[config.mk]
export PLATFORM = sky130hd
export DESIGN_NAME = econet_rx
export DESIGN_NICKNAME = d
export VERILOG_FILES = /design/src/rtl/econet_pkg.sv /design/src/rtl/econet_crc16_byte.sv /design/src/rtl/econet_rx.sv
export SDC_FILE = /design/constraint.sdc
export NUM_CORES = 1
export LEC_CHECK = 0
export CORE_UTILIZATION = 50
export DETAILED_ROUTE_END_ITERATION = 16
export PLACE_DENSITY_LB_ADDON = 0.25
export SLEW_MARGIN = 20
export SYNTH_ARGS = -nofsm -noshare
export SYNTH_HDL_FRONTEND = slang
export SYNTH_SLANG_ARGS = --single-unit
[constraint.sdc]
create_clock -name econet_clk -period 1.8 [get_ports econet_clk]
set_input_delay 0.18 -clock econet_clk [delete_from_list [all_inputs] [get_ports econet_clk]]
set_output_delay 0.18 -clock econet_clk [all_outputs]
set_load 0.05 [all_outputs]
[src/rtl/econet_pkg.sv]
// Shared constants for the Econet receive path: flag pattern, CRC-16/CCITT
// parameters and the receiver state encoding.
package econet_pkg;

    localparam logic [7:0]  FLAG     = 8'h7E;
    localparam logic [15:0] CRC_POLY = 16'h8408;
    localparam logic [15:0] CRC_INIT = 16'hFFFF;
    localparam logic [15:0] FCS_GOOD = 16'hF0B8;

    localparam logic [1:0]  ST_HUNT  = 2'd0;
    localparam logic [1:0]  ST_FLAG  = 2'd1;
    localparam logic [1:0]  ST_DATA  = 2'd2;

endpackage

[src/rtl/econet_crc16_byte.sv]
// One byte of reflected CRC-16/CCITT, consuming the data byte LSB first.
module econet_crc16_byte
    import econet_pkg::*;
(
    input  logic [15:0] crc_in,
    input  logic [7:0]  byte_in,
    output logic [15:0] crc_out
);

    always_comb begin
        crc_out = crc_in;
        for (int i = 0; i < 8; i++) begin
            if (crc_out[0] ^ byte_in[i])
                crc_out = (crc_out >> 1) ^ CRC_POLY;
            else
                crc_out = crc_out >> 1;
        end
    end

endmodule

[src/rtl/econet_rx.sv]
// Bit-serial HDLC receiver for the Econet line: flag hunting, zero-bit
// removal, LSB-first byte assembly and running FCS accumulation.
module econet_rx
    import econet_pkg::*;
(
    input  logic        econet_clk,
    input  logic        reset,
    input  logic        rx,
    input  logic        inhibit,
    output logic [7:0]  rx_byte,
    output logic [15:0] rx_fcs,
    output logic        rx_byte_ready,
    output logic        rx_frame_start,
    output logic        rx_frame_end,
    output logic        receiving
);

    logic [2:0]  ones_cnt;
    logic [2:0]  bit_cnt;
    logic [7:0]  shift_reg;
    logic [7:0]  shift_next;
    logic        data_bit;
    logic        flag_det;
    logic        abort_det;
    logic        byte_done;
    logic        byte_done_q;
    logic [7:0]  byte_q;
    logic        deliver_q;
    logic [1:0]  state;
    logic [15:0] crc_next;

    // The bit on the line is classified by the run of 1s preceding it:
    // a 0 after five 1s is stuffing, and the sixth 1 is never data.
    always_comb begin
        data_bit   = (ones_cnt < 3'd5);
        flag_det   = !rx && (ones_cnt == 3'd6);
        abort_det  = rx && (ones_cnt >= 3'd6);
        shift_next = {rx, shift_reg[7:1]};
        byte_done  = data_bit && (bit_cnt == 3'd7);
    end

    always_ff @(posedge econet_clk or posedge reset) begin
        if (reset) begin
            ones_cnt    <= 3'd0;
            bit_cnt     <= 3'd0;
            shift_reg   <= 8'h00;
            byte_done_q <= 1'b0;
            byte_q      <= 8'h00;
        end else begin
            if (!rx)
                ones_cnt <= 3'd0;
            else if (ones_cnt != 3'd7)
                ones_cnt <= ones_cnt + 3'd1;

            byte_done_q <= byte_done;

            if (flag_det) begin
                bit_cnt <= 3'd0;
            end else if (data_bit) begin
                shift_reg <= shift_next;
                bit_cnt   <= bit_cnt + 3'd1;
                if (byte_done)
                    byte_q <= shift_next;
            end
        end
    end

    econet_crc16_byte u_crc (
        .crc_in  (rx_fcs),
        .byte_in (byte_q),
        .crc_out (crc_next)
    );

    // The CRC is held through the rx_frame_end cycle and re-preset just after,
    // so the closing flag can double as the next frame's opening flag.
    always_ff @(posedge econet_clk or posedge reset) begin
        if (reset) begin
            state          <= ST_HUNT;
            rx_fcs         <= 16'h0000;
            rx_frame_start <= 1'b0;
            rx_frame_end   <= 1'b0;
            receiving      <= 1'b0;
            deliver_q      <= 1'b0;
        end else begin
            rx_frame_start <= 1'b0;
            rx_frame_end   <= 1'b0;
            deliver_q      <= 1'b0;
            if (inhibit) begin
                state     <= ST_HUNT;
                receiving <= 1'b0;
            end else begin
                case (state)
                    ST_HUNT: begin
                        if (flag_det) begin
                            state  <= ST_FLAG;
                            rx_fcs <= CRC_INIT;
                        end
                    end
                    ST_FLAG: begin
                        if (abort_det) begin
                            state     <= ST_HUNT;
                            receiving <= 1'b0;
                        end else if (byte_done_q) begin
                            state          <= ST_DATA;
                            rx_frame_start <= 1'b1;
                            receiving      <= 1'b1;
                            deliver_q      <= 1'b1;
                            rx_fcs         <= crc_next;
                        end else if (rx_frame_end) begin
                            receiving <= 1'b0;
                            rx_fcs    <= CRC_INIT;
                        end
                    end
                    ST_DATA: begin
                        if (abort_det) begin
                            state     <= ST_HUNT;
                            receiving <= 1'b0;
                        end else if (flag_det) begin
                            state        <= ST_FLAG;
                            rx_frame_end <= 1'b1;
                        end else if (byte_done_q) begin
                            deliver_q <= 1'b1;
                            rx_fcs    <= crc_next;
                        end
                    end
                    default: begin
                        state     <= ST_HUNT;
                        receiving <= 1'b0;
                    end
                endcase
            end
        end
    end

    // byte_q stays stable for eight line bits, so it can feed the output here.
    always_ff @(posedge econet_clk or posedge reset) begin
        if (reset) begin
            rx_byte       <= 8'h00;
            rx_byte_ready <= 1'b0;
        end else begin
            rx_byte_ready <= deliver_q && !inhibit;
            if (deliver_q && !inhibit)
                rx_byte <= byte_q;
        end
    end

endmodule

==> flow_summary.toml, run 1 <==
[run_status]
status = "finished with violations"
violations = "negative setup slack"

[grt]
grt_use_total_pct = 20.61
grt_pass1_vias = 1799
grt_pass1_wl_mm = 9.204
antenna_found_initial = 0
grt_max_degree = 22
grt_overflow = 0

[detailed_routing]
drt_iter0_markers = 68
routed_wl_mm = 5.375
drc = 0
met3_length_um = 134
via_per_inst = 5.134
ant_nets = 0
wire_per_inst_um = 16.00
vias = 1725
dr.pass1.iters = 4
wl_met2_mm = 2.603
drt-met1-wl_mm = 2.564
highest_layer = "met4"

[synthesis]
yosysUniqueCellTypes = 37
syn_avg_cell_area_sq_um = 13.47
synthCells = 205
seq_area_frac_synth_pct = 48.03
synth_edf_count = 0
synth-adder-area-share_pct = 4.078
synth-async-reset-ratio_pct = 100.0
synth_top_family_by_area = "multiplexers"
synth_fp_nets = 218
synth_xor_xnor_area_share_pct = 14.00
yosys_most_used_dff = "dfrtp_1"
synthMuxAreaShare_pct = 17.54
synth_top_cell_by_area = "dfrtp_1"
synth.cell_area_sq_um = 2761
synth.area.top_cells = "dfrtp_1 48%, mux2_2 11%, mux2_4 5.4%, ha_1 4.1%, xnor3_1 4.1%"
yosys_warnings = 0
synth_compound_area_share_pct = 8.292
ys_seq_elements = 53
synth_top_area_share_pct = 48.03
synth-simple-area-share_pct = 5.301

[cts]
cts_buffers = 5
cts_hold_buffers = 0
cts_root_buf = "clkbuf_8"
cts_tree = "yes"
cts.clk_slew.worst_paths_ps = 110
clk_latency_ps = 320
htreeDepth = 2
cts_num_sinks = 53
clk_path_buf_depth = 2

[sta]
rsz0062_at_grt = "true"
fin_hold_ws_ps = 184.2
fin_crit_sh_pct = 105.1
clock.fmax_mhz = 528.8
setup_viol = 16
finalWorstSetupSlack_ps = -91.14
hold_viol = 0
fin_skew_ps = 14.13
slew_viol_final = 0
period_minus_slack_ps = 1891
worst_slew_pin_slew_ps = 519.7
slew_headroom_pct = 65.25

[cells_and_area]
drive_gt1_share_pct = 35.34
largest_reg_flops = 16
nets = 278
area_growth_pct = 28.91
fin_util_pct = 68.39
design_area_sq_um = 3560
layout_commonest_cell = "dfrtp_1"
largestRegisters = "rx_fcs: 16 flops, byte_q: 8 flops, rx_byte: 8 flops"
n_antenna_cell = 0
layout_common_cells = "51 x dfrtp_1, 27 x clkdlybuf4s50_1, 26 x buf_4"
largest-register = "rx_fcs"
n_fill_cell = 373

[critical_path]
critical_path_arrival_ps = 2090
cp-startpoint = "state[1]"
worstReg2RegStart = "state[1]"
end_kind = "flop"
path_class = "flop to flop"
critPathLaunchType = "flop"
rrSetupSlack_ps = -90
required_ps = 2000
r2r_cells = 6
critPathMaxFanout = 8

[power]
power.total_mw = 5.180
power.density_nw_per_um2 = 1455
internal_power_mw = 3.258
ir_drop_mv = 0.7287
p_leak_nw = 1.661
switching_share_pct = 37.11
seqPwrFrac_pct = 35.1
p_sw_mw = 1.923
p_comb_share_pct = 50.9
power_frac_clock_pct = 14.0

[floorplanning]
die_y_um = 76.32
std_cell_rows = 26
ioPinCount = 32
core_area_sq_um = 5205
die_x_um = 76.32
dieArea_sq_um = 5824
initial_utilization_pct = 53.05

[hold_path]
hp-class = "input port to asynchronous set/reset pin"

[placed_design]
gp_congestion = 0.8854
port_buffers = 31
dpl_cell_area_sq_um = 3356
dp_hpwl_mm = 3.791

[job]
cap_violations = 0
[worst max-delay path: stages (launching register included)]
cell	delay [ps]
dfrtp_2	420
buf_6	130
ha_4	170
a2111oi_4	300
o311a_4	300
buf_12	150
mux2_4	300
[per-stage QoR]
stage | setup slack (ps) | cells | setup TNS [ps]
after global placement | -94.64 | 326 | -1190
after CTS | -104.6 | 336 | -1437
after floorplan | -98.70 | 205 | -986.4
final | -91.14 | 336 | -1178
after detailed placement | -168.3 | 326 | -2242
after global routing | -134.4 | 336 | -1878
[kinds of logic after synthesis]
kind of cell	Yosys count
AND/OR/NAND/NOR	29
buffers and inverters	13
adder cells (fa/ha/maj)	9
XOR/XNOR	26
AO/OA/AOI/OAI	35
flip-flops	53
multiplexers	40
[worst paths after layout]
kind / to
worst max-delay path: rx_fcs[15]
worst min-delay path: byte_q[4]
worst max register to register: rx_fcs[15]
worst min register to register: rx_byte[3]
max in group asynchronous: state[1]
min in group econet_clk: rx_byte[3]
[cells in the mapped netlist (4+ instances only)]
library cell and n:
xor3_1 4, ha_1 9, xnor2_2 4, xnor2_1 10, nor2_1 6, inv_1 5, and2_1 4, dfrtp_1 53
nand2_1 9, o21ai_0 20, xnor3_1 5, mux2_2 27, mux2_4 10, a21oi_1 4, clkbuf_1 4
[power by group through the flow]
stage / logic, mW / clock network, mW / registers [mW]
finish: 2.64 / 0.726 / 1.82
global route: 2.81 / 0.786 / 1.86
CTS: 2.64 / 0.746 / 1.82
detailed placement: 2.59 / 0 / 1.84
global placement: 2.54 / 0 / 1.82
floorplan: 1.57 / 0 / 2.21
[layout make-up]
class	count	area, sq um	area share, %
inverter	6	22.52	0.6327
tap	70	87.58	2.460
clock inverter	3	28.78	0.8084
multi-input combinational	139	1441	40.49
clock buffer	5	68.82	1.933
sequential	53	1329	37.33
timing repair buffer	60	581.8	16.34
[per-layer routing]
layer  global-route usage, %  up-vias
met3                   3.952        9
li1                        -      849
met4                   6.538        0
met5                       0        -
met1                   27.88      842
met2                   33.60       25
[repair_timing]
action,CTS,global route
buffers inserted,1,0
setup endpoints to repair,16,28
pin swaps,3,6
gates resized for setup,10,10
cloned,1,0
(Power assumes the default switching activity.)
==> run 2, diff against run 1 <==
--- a/config.mk
+++ b/config.mk
@@ -6,7 +6,10 @@
 export NUM_CORES = 1
 export LEC_CHECK = 0
 export CORE_UTILIZATION = 50
+export CTS_BUF_LIST = sky130_fd_sc_hd__clkbuf_8 sky130_fd_sc_hd__clkbuf_16
+export CTS_CLUSTER_DIAMETER = 30
 export DETAILED_ROUTE_END_ITERATION = 16
+export GPL_ROUTABILITY_DRIVEN = 0
 export PLACE_DENSITY_LB_ADDON = 0.25
 export SLEW_MARGIN = 20
 export SYNTH_ARGS = -nofsm -noshare
==> results of run 2 <==
Same layout as run 1: the final DEF is identical, and so are final timing and power.
